### config.mk
export PLATFORM = sky130hd
export DESIGN_NAME = pipeline_hazard_ctrl
export DESIGN_NICKNAME = d
export VERILOG_FILES = /design/src/rtl/pipe_ctrl_pkg.sv /design/src/rtl/pipeline_hazard_ctrl_detect.sv /design/src/rtl/pipeline_hazard_ctrl.sv
export SDC_FILE = /design/constraint.sdc
export NUM_CORES = 1
export LEC_CHECK = 0
export CAP_MARGIN = 20
export CORE_MARGIN = 4
export CORE_UTILIZATION = 40
export CTS_BUF_LIST = sky130_fd_sc_hd__clkbuf_16
export CTS_CLUSTER_DIAMETER = 120
export DETAILED_ROUTE_END_ITERATION = 16
export GPL_TIMING_DRIVEN = 0
export HOLD_SLACK_MARGIN = 0.1
export PLACE_DENSITY = 0.8
export SLEW_MARGIN = 40
export SYNTH_ARGS = -nofsm -noshare
export SYNTH_HDL_FRONTEND = slang
export SYNTH_HIERARCHICAL = 1
export SYNTH_SLANG_ARGS = --single-unit
### constraint.sdc
create_clock -name clk -period 2.7 [get_ports clk]
set_clock_uncertainty 0.2 [all_clocks]
set_input_delay 0.27 -clock clk [delete_from_list [all_inputs] [get_ports clk]]
set_output_delay 0.27 -clock clk [all_outputs]
set_load 0.05 [all_outputs]
### src/rtl/pipe_ctrl_pkg.sv
// Shared definitions for the pipeline hazard controller: FSM state
// encodings, the architectural zero register and the per-cycle control
// patterns the controller drives onto the IF/ID and ID/EX registers.
package pipe_ctrl_pkg;

    typedef enum logic [1:0] {
        ST_RUN      = 2'b00,
        ST_LD_STALL = 2'b01,
        ST_MC_WAIT  = 2'b10,
        ST_ILLEGAL  = 2'b11
    } state_t;

    localparam logic [4:0] REG_X0 = 5'd0;

    typedef struct packed {
        logic pc_write;
        logic ifid_write;
        logic idex_write;
        logic ifid_flush;
        logic idex_flush;
        logic redirect;
    } ctrl_t;

    // Normal flow: everything advances, nothing squashed.
    localparam ctrl_t CTRL_RUN    = '{1'b1, 1'b1, 1'b1, 1'b0, 1'b0, 1'b0};
    // Freeze the front end and EX together (multi-cycle op in flight).
    localparam ctrl_t CTRL_HOLD   = '{1'b0, 1'b0, 1'b0, 1'b0, 1'b0, 1'b0};
    // Bubble: hold PC and IF/ID, load an all-zero control word into ID/EX.
    localparam ctrl_t CTRL_BUBBLE = '{1'b0, 1'b0, 1'b1, 1'b0, 1'b1, 1'b0};
    // Mispredict: squash both younger stages and take the EX target.
    localparam ctrl_t CTRL_SQUASH = '{1'b1, 1'b1, 1'b1, 1'b1, 1'b1, 1'b1};

endpackage

### src/rtl/pipeline_hazard_ctrl_detect.sv
// Pure combinational hazard decode: load-use dependency between the load
// in EX and the instruction in ID, and branch/jump mispredict in EX.
module hazard_detect_comb
    import pipe_ctrl_pkg::*;
(
    input  logic       id_valid,
    input  logic [4:0] id_rs1,
    input  logic [4:0] id_rs2,
    input  logic [4:0] ex_rd,
    input  logic       ex_memRead,
    input  logic       ex_branch,
    input  logic       ex_jump,
    input  logic       ex_prediction,
    input  logic       ex_taken,
    output logic       load_use,
    output logic       mispredict
);

    // A load writing x0 never creates a dependency.
    always_comb begin
        load_use   = id_valid & ex_memRead & (ex_rd != REG_X0) &
                     ((ex_rd == id_rs1) | (ex_rd == id_rs2));
        mispredict = (ex_branch & (ex_taken != ex_prediction)) |
                     (ex_jump & ~ex_prediction);
    end

endmodule

### src/rtl/pipeline_hazard_ctrl.sv
// Pipeline hazard controller: drives PC / IF/ID / ID/EX enables and flushes
// for load-use stalls, mispredict squashes and multi-cycle EX holds.
// Optional feature macro HAZARD_PERF_CNT_EN adds saturating stall_cnt and
// flush_cnt performance counters.
module pipeline_hazard_ctrl
    import pipe_ctrl_pkg::*;
#(
    parameter int MC_TIMEOUT = 64,
    parameter int CNT_W      = 7
)
(
    input  logic        clk,
    input  logic        rst_n,
    input  logic        id_valid,
    input  logic [4:0]  id_rs1,
    input  logic [4:0]  id_rs2,
    input  logic [4:0]  ex_rd,
    input  logic        ex_memRead,
    input  logic        ex_branch,
    input  logic        ex_jump,
    input  logic        ex_prediction,
    input  logic        ex_taken,
    input  logic        mc_start,
    input  logic        mc_done,
    output logic        pc_write,
    output logic        ifid_write,
    output logic        idex_write,
    output logic        ifid_flush,
    output logic        idex_flush,
    output logic        redirect,
    output logic        mc_timeout,
    output logic [1:0]  state_out
`ifdef HAZARD_PERF_CNT_EN
    ,
    output logic [31:0] stall_cnt,
    output logic [31:0] flush_cnt
`endif
);

    state_t           state, state_nxt;
    logic [CNT_W-1:0] cnt, cnt_nxt;
    logic             timeout_set;
    logic             load_use, mispredict;
    ctrl_t            ctrl, ctrl_out;

    hazard_detect_comb u_detect (
        .id_valid      (id_valid),
        .id_rs1        (id_rs1),
        .id_rs2        (id_rs2),
        .ex_rd         (ex_rd),
        .ex_memRead    (ex_memRead),
        .ex_branch     (ex_branch),
        .ex_jump       (ex_jump),
        .ex_prediction (ex_prediction),
        .ex_taken      (ex_taken),
        .load_use      (load_use),
        .mispredict    (mispredict)
    );

    // Per-state control decode and next-state / counter selection.
    always_comb begin
        ctrl        = CTRL_RUN;
        state_nxt   = ST_RUN;
        cnt_nxt     = '0;
        timeout_set = 1'b0;
        case (state)
            ST_RUN: begin
                // Mispredict wins: the stalling instruction is squashed anyway.
                if (mispredict) begin
                    ctrl = CTRL_SQUASH;
                end else if (mc_start) begin
                    ctrl      = CTRL_HOLD;
                    state_nxt = ST_MC_WAIT;
                    cnt_nxt   = CNT_W'(1);
                end else if (load_use) begin
                    ctrl      = CTRL_BUBBLE;
                    state_nxt = ST_LD_STALL;
                end
            end
            ST_LD_STALL: begin
                // The bubble is now in EX, so only a mispredict can matter.
                if (mispredict) ctrl = CTRL_SQUASH;
            end
            ST_MC_WAIT: begin
                // EX is frozen, so its branch fields are stale and ignored.
                if (!mc_done) begin
                    ctrl = CTRL_HOLD;
                    if (cnt == CNT_W'(MC_TIMEOUT - 1)) begin
                        timeout_set = 1'b1;
                    end else begin
                        state_nxt = ST_MC_WAIT;
                        cnt_nxt   = cnt + CNT_W'(1);
                    end
                end
            end
            default: begin
                state_nxt = ST_RUN;
            end
        endcase
    end

    // While reset is asserted the pipeline is left free-running.
    assign ctrl_out   = rst_n ? ctrl : CTRL_RUN;
    assign pc_write   = ctrl_out.pc_write;
    assign ifid_write = ctrl_out.ifid_write;
    assign idex_write = ctrl_out.idex_write;
    assign ifid_flush = ctrl_out.ifid_flush;
    assign idex_flush = ctrl_out.idex_flush;
    assign redirect   = ctrl_out.redirect;
    assign state_out  = state;

    // FSM state, MC_WAIT cycle counter and sticky timeout flag.
    always_ff @(posedge clk or negedge rst_n) begin
        if (!rst_n) begin
            state      <= ST_RUN;
            cnt        <= '0;
            mc_timeout <= 1'b0;
        end else begin
            state <= state_nxt;
            cnt   <= cnt_nxt;
            if (timeout_set) mc_timeout <= 1'b1;
        end
    end

`ifdef HAZARD_PERF_CNT_EN
    function automatic logic [31:0] sat_inc(input logic [31:0] v, input logic en);
        return (en && v != 32'hFFFF_FFFF) ? v + 32'd1 : v;
    endfunction

    // Saturating counts of stalled cycles and mispredict squashes.
    always_ff @(posedge clk or negedge rst_n) begin
        if (!rst_n) begin
            stall_cnt <= '0;
            flush_cnt <= '0;
        end else begin
            stall_cnt <= sat_inc(stall_cnt, ~ctrl.pc_write);
            flush_cnt <= sat_inc(flush_cnt, ctrl.redirect);
        end
    end
`endif

endmodule

# Word level (Yosys, flattened, before mapping)
# Cells that the tools add are included.
[op_classes]
bitwise = 8
mux = 21
reduce_logical = 2
add_sub_neg = 1
eq_ne = 6
[ops]
columns = ["cell", "n"]
rows = [
  ["$mux W6", 5],
  ["$pmux W6 S3", 1],
  ["$mux W7", 2],
  ["$pmux W7 S2", 1],
  ["$eq A5 B5 Y1", 2],
  ["$mux W2", 4],
  ["$add A7 B1 Y7 const B", 1],
  ["$eq A7 B6 Y1 const B", 1],
  ["$mux W1", 6],
  ["$and A1 B1 Y1", 5],
  ["$reduce_bool A5 Y1", 1],
  ["$pmux W2 S2", 1],
  ["$mux W3", 1],
  ["$eq A2 B1 Y1 const B", 1],
  ["$eq A2 B2 Y1 const B", 1],
  ["$logic_not A2 Y1", 1],
  ["$or A1 B1 Y1", 2],
  ["$ne A1 B1 Y1", 1],
  ["$not A1 Y1", 1],
]
[totals]
register_bits = 10
input_bits = 25
out_inout_bits = 9

# Depth between registers and ports, before layout
# Gate-level depths: netlist of the first run.
[logic_depth]
ltp_word = 8
ltp_mapped = 7

# By module
# The synthesis of the first run kept the hierarchy.
[by_module_without_submodules]
columns = ["module", "seq_area_each_um2", "instances", "area_each_um2", "cells_each"]
rows = [
  ["pipeline_hazard_ctrl", 250.2, 1, 529.3, 50],
  ["hazard_detect_comb", 0.0, 1, 147.6, 20],
]

# Worst setup path before layout of the first run
# OpenSTA, ideal clock, no wires.
[synth_timing]
path_type = "in2out"
from = "input ex_rd[1]"
to = "output pc_write"
n_path_buf = 1
path_slack_ns = -0.046
arrival_time_ns = 2.276
required_time_ns = 2.230
cell_stages = 5
cell_sequence = "or4_1 > o211ai_2 > a21oi_1 > a32oi_1 > buf_4"
[synth_between]
elab_chain_len = 8
word_cells_on_any_way = 11
classes_between = "eq/ne (2); mux (5); bitwise (3); reduce/logical (1)"
[synth_lines]
columns = ["element", "line_no", "rtl"]
rows = [
  ["start: declaration", "pipeline_hazard_ctrl.sv:17", "input logic [4:0] ex_rd,"],
  ["$eq A5 B5 Y1 / $reduce_bool A5 Y1 (equally long branches)", "pipeline_hazard_ctrl_detect.sv:22, pipeline_hazard_ctrl_detect.sv:21", ""],
  ["$or A1 B1 Y1 / $and A1 B1 Y1 (equally long branches)", "pipeline_hazard_ctrl_detect.sv:22, pipeline_hazard_ctrl_detect.sv:21", ""],
  ["$and A1 B1 Y1 (*)", "pipeline_hazard_ctrl_detect.sv:21", "load_use = id_valid & ex_memRead & (ex_rd != REG_X0) &"],
  ["via load_use", "pipeline_hazard_ctrl.sv:43", "logic load_use, mispredict;"],
  ["$mux W6 (*)", "pipeline_hazard_ctrl.sv:75", "end else if (load_use) begin"],
  ["$mux W6 (*)", "pipeline_hazard_ctrl.sv:71", "end else if (mc_start) begin"],
  ["$mux W6 (*)", "pipeline_hazard_ctrl.sv:69", "if (mispredict) begin"],
  ["$pmux W6 S3 (*)", "pipeline_hazard_ctrl.sv:66", "case (state)"],
  ["$mux W6 (*)", "pipeline_hazard_ctrl.sv:103", "assign ctrl_out = rst_n ? ctrl : CTRL_RUN;"],
  ["end: declaration", "pipeline_hazard_ctrl.sv:25", "output logic pc_write,"],
]
# Mark *: on every way through the listed nets, which the timed path passes. The rest lies on a longest branch.

# Worst setup path in the final report of the first run
[layout_timing]
from = "input ex_rd[1]"
to = "output ifid_write"
[layout_between]
elab_chain_len = 8
word_cells_on_any_way = 11
classes_between = "eq/ne (2); mux (5); bitwise (3); reduce/logical (1)"
[layout_lines]
columns = ["element", "line_no", "rtl"]
rows = [
  ["$eq A5 B5 Y1 / $reduce_bool A5 Y1 (equally long branches)", "pipeline_hazard_ctrl_detect.sv:22, pipeline_hazard_ctrl_detect.sv:21", ""],
  ["$or A1 B1 Y1 / $and A1 B1 Y1 (equally long branches)", "pipeline_hazard_ctrl_detect.sv:22, pipeline_hazard_ctrl_detect.sv:21", ""],
  ["$and A1 B1 Y1 (*)", "pipeline_hazard_ctrl_detect.sv:21", ""],
  ["via load_use", "pipeline_hazard_ctrl.sv:43", ""],
  ["$mux W6 (*)", "pipeline_hazard_ctrl.sv:75", ""],
  ["$mux W6 (*)", "pipeline_hazard_ctrl.sv:71", ""],
  ["$mux W6 (*)", "pipeline_hazard_ctrl.sv:69", ""],
  ["$pmux W6 S3 (*)", "pipeline_hazard_ctrl.sv:66", ""],
  ["$mux W6 (*)", "pipeline_hazard_ctrl.sv:103", ""],
  ["end: declaration", "pipeline_hazard_ctrl.sv:26", "output logic ifid_write,"],
]
# Marks and branches as above.

==> results of run 1 <==
-- synthesized netlist by cell type (all sizes together) --
library cell  number  area [sq um]
nand3              4         30.03
o22ai              1         6.260
xnor2              5         43.79
a22o               1         8.760
xor2               8         70.07
o21ai              2         10.00
o31ai              1         21.27
a21o               1         7.510
a21oi              3         18.77
nand2              7         26.28
and3b              2         17.52
nor2               7         26.28
o211a              1         10.01
nor3b              3         33.78
or4                1         7.510
ha                 1         12.51
or3                1         6.260
buf                2         15.01
nor2b              1         6.260
a32oi              1         8.760
dfrtp             10         250.2
nor3               4         20.02
o211ai             1         12.51
inv                2         7.510
-- kinds of logic after synthesis --
logic type / after synthesis / synth area share (%)
AOI/OAI and AO/OA: 12 / 15.34
xor gates and xnor gates: 13 / 16.82
buffers and inverters: 4 / 3.327
and+or+nand+nor: 30 / 25.70
adders and majority gates: 1 / 1.848
DFF: 10 / 36.97
-- final cells by class --
type                    count  area, sq um  area share [%]
inverters                   2        7.507          0.6593
clock buffers               3        75.07           6.593
flip-flops and latches     10        250.2           21.98
clock inverters             1        3.754          0.3297
plain buffers               2        15.01           1.319
multi-input cells          56        430.4           37.80
repair buffers             34        336.6           29.56
well taps                  16        20.02           1.758
-- layer usage --
layer	up-vias	track usage (%)	wire length [um]
li1	322	-	-
met1	305	18.37	705
met2	25	29.46	947
met3	6	5.810	143
met4	0	5.687	49
met5	-	0	0
-- worst min path at each step --
stage | from | endpoint | slack (ns) | cells past startpoint
2_1_floorplan | rst_n | cnt[0] | -0.23 | 0
5_1_grt | mc_timeout | mc_timeout | 0.28 | 1
3_5_place_dp | mc_timeout | mc_timeout | 0.25 | 1
6_report | mc_timeout | mc_timeout | 0.25 | 1
4_1_cts | mc_timeout | mc_timeout | 0.25 | 1
3_3_place_gp | mc_timeout | mc_timeout | 0.24 | 1
-- critical path: stages --
cell	delay [ns]
clkdlybuf4s50_1	0.47
or4_1	0.56
o211ai_2	0.16
a21oi_2	0.07
a32oi_2	0.20
clkdlybuf4s15_2	0.40
-- power by group --
part | internal, mW | switching [mW]
combinational | 0.0732 | 0.0825
sequential | 0.156 | 0.00827
clock | 0.193 | 0.0626
total | 0.423 | 0.153
-- stage by stage --
step                      setup slack (ns)  TNS [ns]
after detailed placement           -0.5773    -1.482
after CTS                         0.008433         0
final                               0.1013         0
after global placement             -0.5988    -1.392
after floorplan                     0.3192         0
after global routing              -0.01363  -0.01363
-- registers in the layout (all words and copies together) (netlist names) --
| name | flops |
|---|---|
| cnt | 7 |
| state_out | 2 |
| mc_timeout | 1 |
-- timing repair --
item | 4_1_cts | 5_1_grt
hold buffers | 1 | 0
endpoints found under the setup margin | 6 | 2
gates resized for setup | 17 | 5
setup buffers | 0 | 0
endpoints found under the hold margin | 10 | 0
==> impl_metrics.csv, run 1 <==
group,metric,value,unit
clock_tree,cts_sinks,10,
layout,antennaDiodeCount,0,
drt,routed_wl,1.846,mm
logic_synthesis,synth_cell_types,28,
timing,worstMarginPinSlew,0.5204,ns
logic_synthesis,ys_ff_latch,10,
logic_synthesis,syn-cell-area,676.9,sq um
timing,hold_viol,0,
logic_synthesis,syn-instance-count,70,
layout,area_delta_synth_final,68.21,%
timing,fin_hold_ws,0.2500,ns
timing,fin_crit_sh,96.25,%
timing,setup_viol,0,
global_route,overflow,0,
critical_path,regToRegEndpoint,"cnt[0]",
critical_path,crit_required,2.23,ns
clock_tree,clock_latency,0.23,ns
timing,maxSlewViolCount,0,
drt,num_vias,658,
clock_tree,numCtsBuffers,3,
flow_run,maxCapViolCount,0,
timing,min_period,2.599,ns
layout,fillers,126,
clock_tree,clock-root-buffer,"clkbuf_16",
hold_path,hold_path.class,"register to register",
timing,fmax,0.3848,GHz
power_and_ir_drop,vdd_ir_drop_max,409.6,uV
clock_tree,htreeDepth,1,
power_and_ir_drop,power.density_cell_area,506.3,nW/um^2
power_and_ir_drop,power,0.5764,mW
placed_design,placed_cells,119,
global_route,antenna_found_initial,0,
logic_synthesis,syn_avg_cell_area,9.670,sq um
layout,nets,135,
layout,layout_common_cells,"clkdlybuf4s50_1 (26), dfrtp_1 (10), xor2_1 (8), nand2_1 (7), nor2_1 (7)",
placed_design,io_buffers,33,
critical_path,critPathLaunchType,"primary input",
critical_path,reg2reg_depth,4,
floorplan,dieArea,2414,sq um
critical_path,rrSetupSlack,1.14,ns
timing,slew_headroom,65.25,%
critical_path,crit_fanout,3,
clock_tree,clk_pin_slew,0.04,ns
layout,mostFrequentLayoutCell,"clkdlybuf4s50_1",
layout,stdcell_area,1139,sq um
clock_tree,cts_tree,"built",
global_route,grt_pass1_vias,712,
logic_synthesis,yosysSeqAreaShare,36.97,%
critical_path,r2r_start,"cnt[0]",
floorplan,initial_core_util,43.42,%
global_route,track_usage,16.71,%
floorplan,die_w,49.14,um
floorplan,die_h,49.14,um
floorplan,io-pin-count,34,
drt,via_per_inst,5.306,
drt,antenna_left,0,
floorplan,core_area,1559,sq um
placed_design,dp_hpwl,1.479,mm
global_route,grt_max_degree,11,
layout,drive_gt1_share,17.59,%
critical_path,crit_start,"ex_rd[1]",
layout,fin_cells,124,
logic_synthesis,synthesis.nets,96,
critical_path,criticalPathCategory,"primary input to output port",
power_and_ir_drop,leakagePower,0.4979,nW
global_route,grt_pass1_wl,3.132,mm
clock_tree,clk_path_buf_depth,2,
drt,drc_errors,0,
critical_path,crit_path_end_kind,"output port",
timing,rsz0062_at_grt,"yes",
drt,drt_iter0_markers,9,
drt,drt-wirelength-per-cell,14.89,um
critical_path,worstSetupEndpoint,"ifid_write",
drt,drtPass1Iterations,4,
logic_synthesis,ys_warn_count,6,
placed_design,gp_congestion,0.7490,
floorplan,std_cell_rows,14,
critical_path,cp.arrival,2.13,ns
layout,postLayoutCoreUtil,73.03,%
run_status,status,"completed",
placed_design,placed_cell_area,1040,sq um
Note: power is estimated with default switching activity, not from simulation.
==> run 2: changes to the inputs <==
--- a/config.mk
+++ b/config.mk
@@ -6,15 +6,17 @@
 export NUM_CORES = 1
 export LEC_CHECK = 0
 export CAP_MARGIN = 20
+export CELL_PAD_IN_SITES_DETAIL_PLACEMENT = 0
+export CELL_PAD_IN_SITES_GLOBAL_PLACEMENT = 1
 export CORE_MARGIN = 4
-export CORE_UTILIZATION = 40
+export CORE_UTILIZATION = 30
 export CTS_BUF_LIST = sky130_fd_sc_hd__clkbuf_16
 export CTS_CLUSTER_DIAMETER = 120
 export DETAILED_ROUTE_END_ITERATION = 16
 export GPL_TIMING_DRIVEN = 0
 export HOLD_SLACK_MARGIN = 0.1
-export PLACE_DENSITY = 0.8
-export SLEW_MARGIN = 40
+export PLACE_DENSITY_LB_ADDON = 0.1
+export SLEW_MARGIN = 5
 export SYNTH_ARGS = -nofsm -noshare
 export SYNTH_HDL_FRONTEND = slang
 export SYNTH_HIERARCHICAL = 1
==> impl_metrics.csv, run 2 (synthesized netlist as in run 1, its figures left out) <==
group,metric,value,unit
run_status,status,"completed",
floorplan,dieArea,3080,sq um
clock_tree,clk_pin_slew,0.04,ns
timing,fin_crit_sh,95.18,%
drt,drt-wirelength-per-cell,11.69,um
layout,regArea,250.2,sq um
layout,stdcell_area,1150,sq um
global_route,track_usage,11.23,%
critical_path,criticalPathCategory,"primary input to output port",
timing,rsz0062_at_grt,"no",
global_route,antenna_found_initial,0,
timing,worstMarginPinSlew,0.5021,ns
timing,hold_viol,0,
critical_path,critPathLaunchType,"primary input",
power_and_ir_drop,p_int,0.4232,mW
drt,drc_errors,0,
timing,maxSlewViolCount,0,
layout,fillers,201,
layout,nets,135,
power_and_ir_drop,seqPwrFrac,28.4,%
clock_tree,cts_tree,"built",
timing,min_period,2.570,ns
timing,slew_headroom,66.47,%
timing,tns,0,ns
placed_design,placed_cell_area,1054,sq um
timing,fmax,0.3891,GHz
clock_tree,clock-root-buffer,"clkbuf_16",
floorplan,core_area,2042,sq um
layout,area_delta_synth_final,69.87,%
drt,drt_iter0_markers,12,
clock_tree,cts_sinks,10,
power_and_ir_drop,power.density_cell_area,503.9,nW/um^2
power_and_ir_drop,p_comb_share,26.4,%
global_route,grt_pass1_wl,2.760,mm
power_and_ir_drop,switchingPower,0.1562,mW
floorplan,std_cell_rows,16,
layout,multi_input_area,430.4,sq um
drt,num_vias,624,
global_route,grt_max_degree,11,
layout,antennaDiodeCount,0,
floorplan,initial_core_util,33.15,%
critical_path,cp.arrival,2.10,ns
placed_design,dp_worst_setup_slack,-0.5512,ns
global_route,grt_pass1_vias,637,
power_and_ir_drop,vdd_ir_drop_max,307.5,uV
floorplan,io-pin-count,34,
drt,routed_wl,1.578,mm
timing,fin_ws,0.1300,ns
layout,layout_common_cells,"clkdlybuf4s50_1 (26), dfrtp_1 (10), xor2_1 (8), nand2_1 (7), nor2_1 (7)",
placed_design,io_buffers,33,
drt,via_per_inst,4.622,
drt,drtPass1Iterations,5,
clock_tree,numCtsBuffers,3,
global_route,overflow,0,
timing,setup_viol,0,
floorplan,die_w,55.50,um
critical_path,crit_required,2.23,ns
clock_tree,clk_path_buf_depth,2,
layout,drive_gt1_share,17.59,%
critical_path,crit_path_end_kind,"output port",
flow_run,maxCapViolCount,0,
power_and_ir_drop,swShare,26.96,%
placed_design,gp_congestion,0.6623,
clock_tree,htreeDepth,1,
floorplan,die_h,55.50,um
critical_path,crit_fanout,3,
layout,mostFrequentLayoutCell,"clkdlybuf4s50_1",
power_and_ir_drop,clockPowerShare,45.2,%
placed_design,dp_hpwl,1.296,mm
clock_tree,clock_latency,0.23,ns
layout,regMostFlops,"cnt",
hold_path,hold_path.class,"register to register",
layout,largest_reg_flops,7,
power_and_ir_drop,leakagePower,0.5075,nW
drt,antenna_left,0,
## run 2: critical path, stage by stage
cell and delay (ns):
clkdlybuf4s50_1 0.47, or4_1 0.56, o211ai_2 0.17, a21oi_2 0.07, a32oi_2 0.18, buf_4 0.13
buf_2 0.24
## run 2: final timing paths
path                                  from           end  slack (ns)  depth (start not counted)
worst max-delay path              ex_rd[1]      pc_write        0.13                          7
min in group asynchronous            rst_n        cnt[4]        0.59                          2
worst max register to register      cnt[0]        cnt[0]        1.16                          4
worst min-delay path            mc_timeout    mc_timeout        0.27                          1
worst min register to register  mc_timeout    mc_timeout        0.27                          1
max in group asynchronous            rst_n  state_out[0]        1.40                          2
## run 2: final cells by class
class,count,share of cell area [%]
Buffer,2,1.306
Clock buffer,3,6.529
Clock inverter,1,0.3264
Inverter,2,0.6529
Multi-Input combinational cell,56,37.43
Sequential cell,10,21.76
Tap cell,27,2.938
Timing Repair Buffer,34,29.05
## run 2: power by group through the flow
stage | logic, mW | clock network [mW] | registers [mW]
floorplan | 0.0766 | 0 | 0.174
global route | 0.166 | 0.275 | 0.166
global placement | 0.155 | 0 | 0.166
finish | 0.153 | 0.262 | 0.164
CTS | 0.154 | 0.269 | 0.164
detailed placement | 0.156 | 0 | 0.167
## run 2: per-stage QoR
stage,util (%),cells,power (mW),hold slack [ns]
2_1_floorplan,-,70,0.2501,-0.2256
3_3_place_gp,51.59,130,0.3217,0.2404
3_5_place_dp,51.59,130,0.3227,0.2705
4_1_cts,55.51,135,0.5869,0.2779
5_1_grt,56.31,135,0.6072,0.2828
6_report,56.31,135,0.5794,0.2659
## run 2: repair_timing
| item | 4_1_cts | 5_1_grt |
|---|---|---|
| hold buffers | 1 | 0 |
| endpoints found under the setup margin | 6 | 5 |
| gates resized for setup | 16 | 8 |
| buffers inserted | 0 | 0 |
| endpoints found under the hold margin | 10 | 0 |
## run 2: per-layer routing
| metal | GRT usage, % | part of all wire [%] |
|---|---|---|
| met2 | 18.92 | 49 |
| met3 | 4.196 | 6.8 |
| met4 | 4.167 | 0.44 |
| met5 | 0 | 0 |
| met1 | 12.83 | 44 |
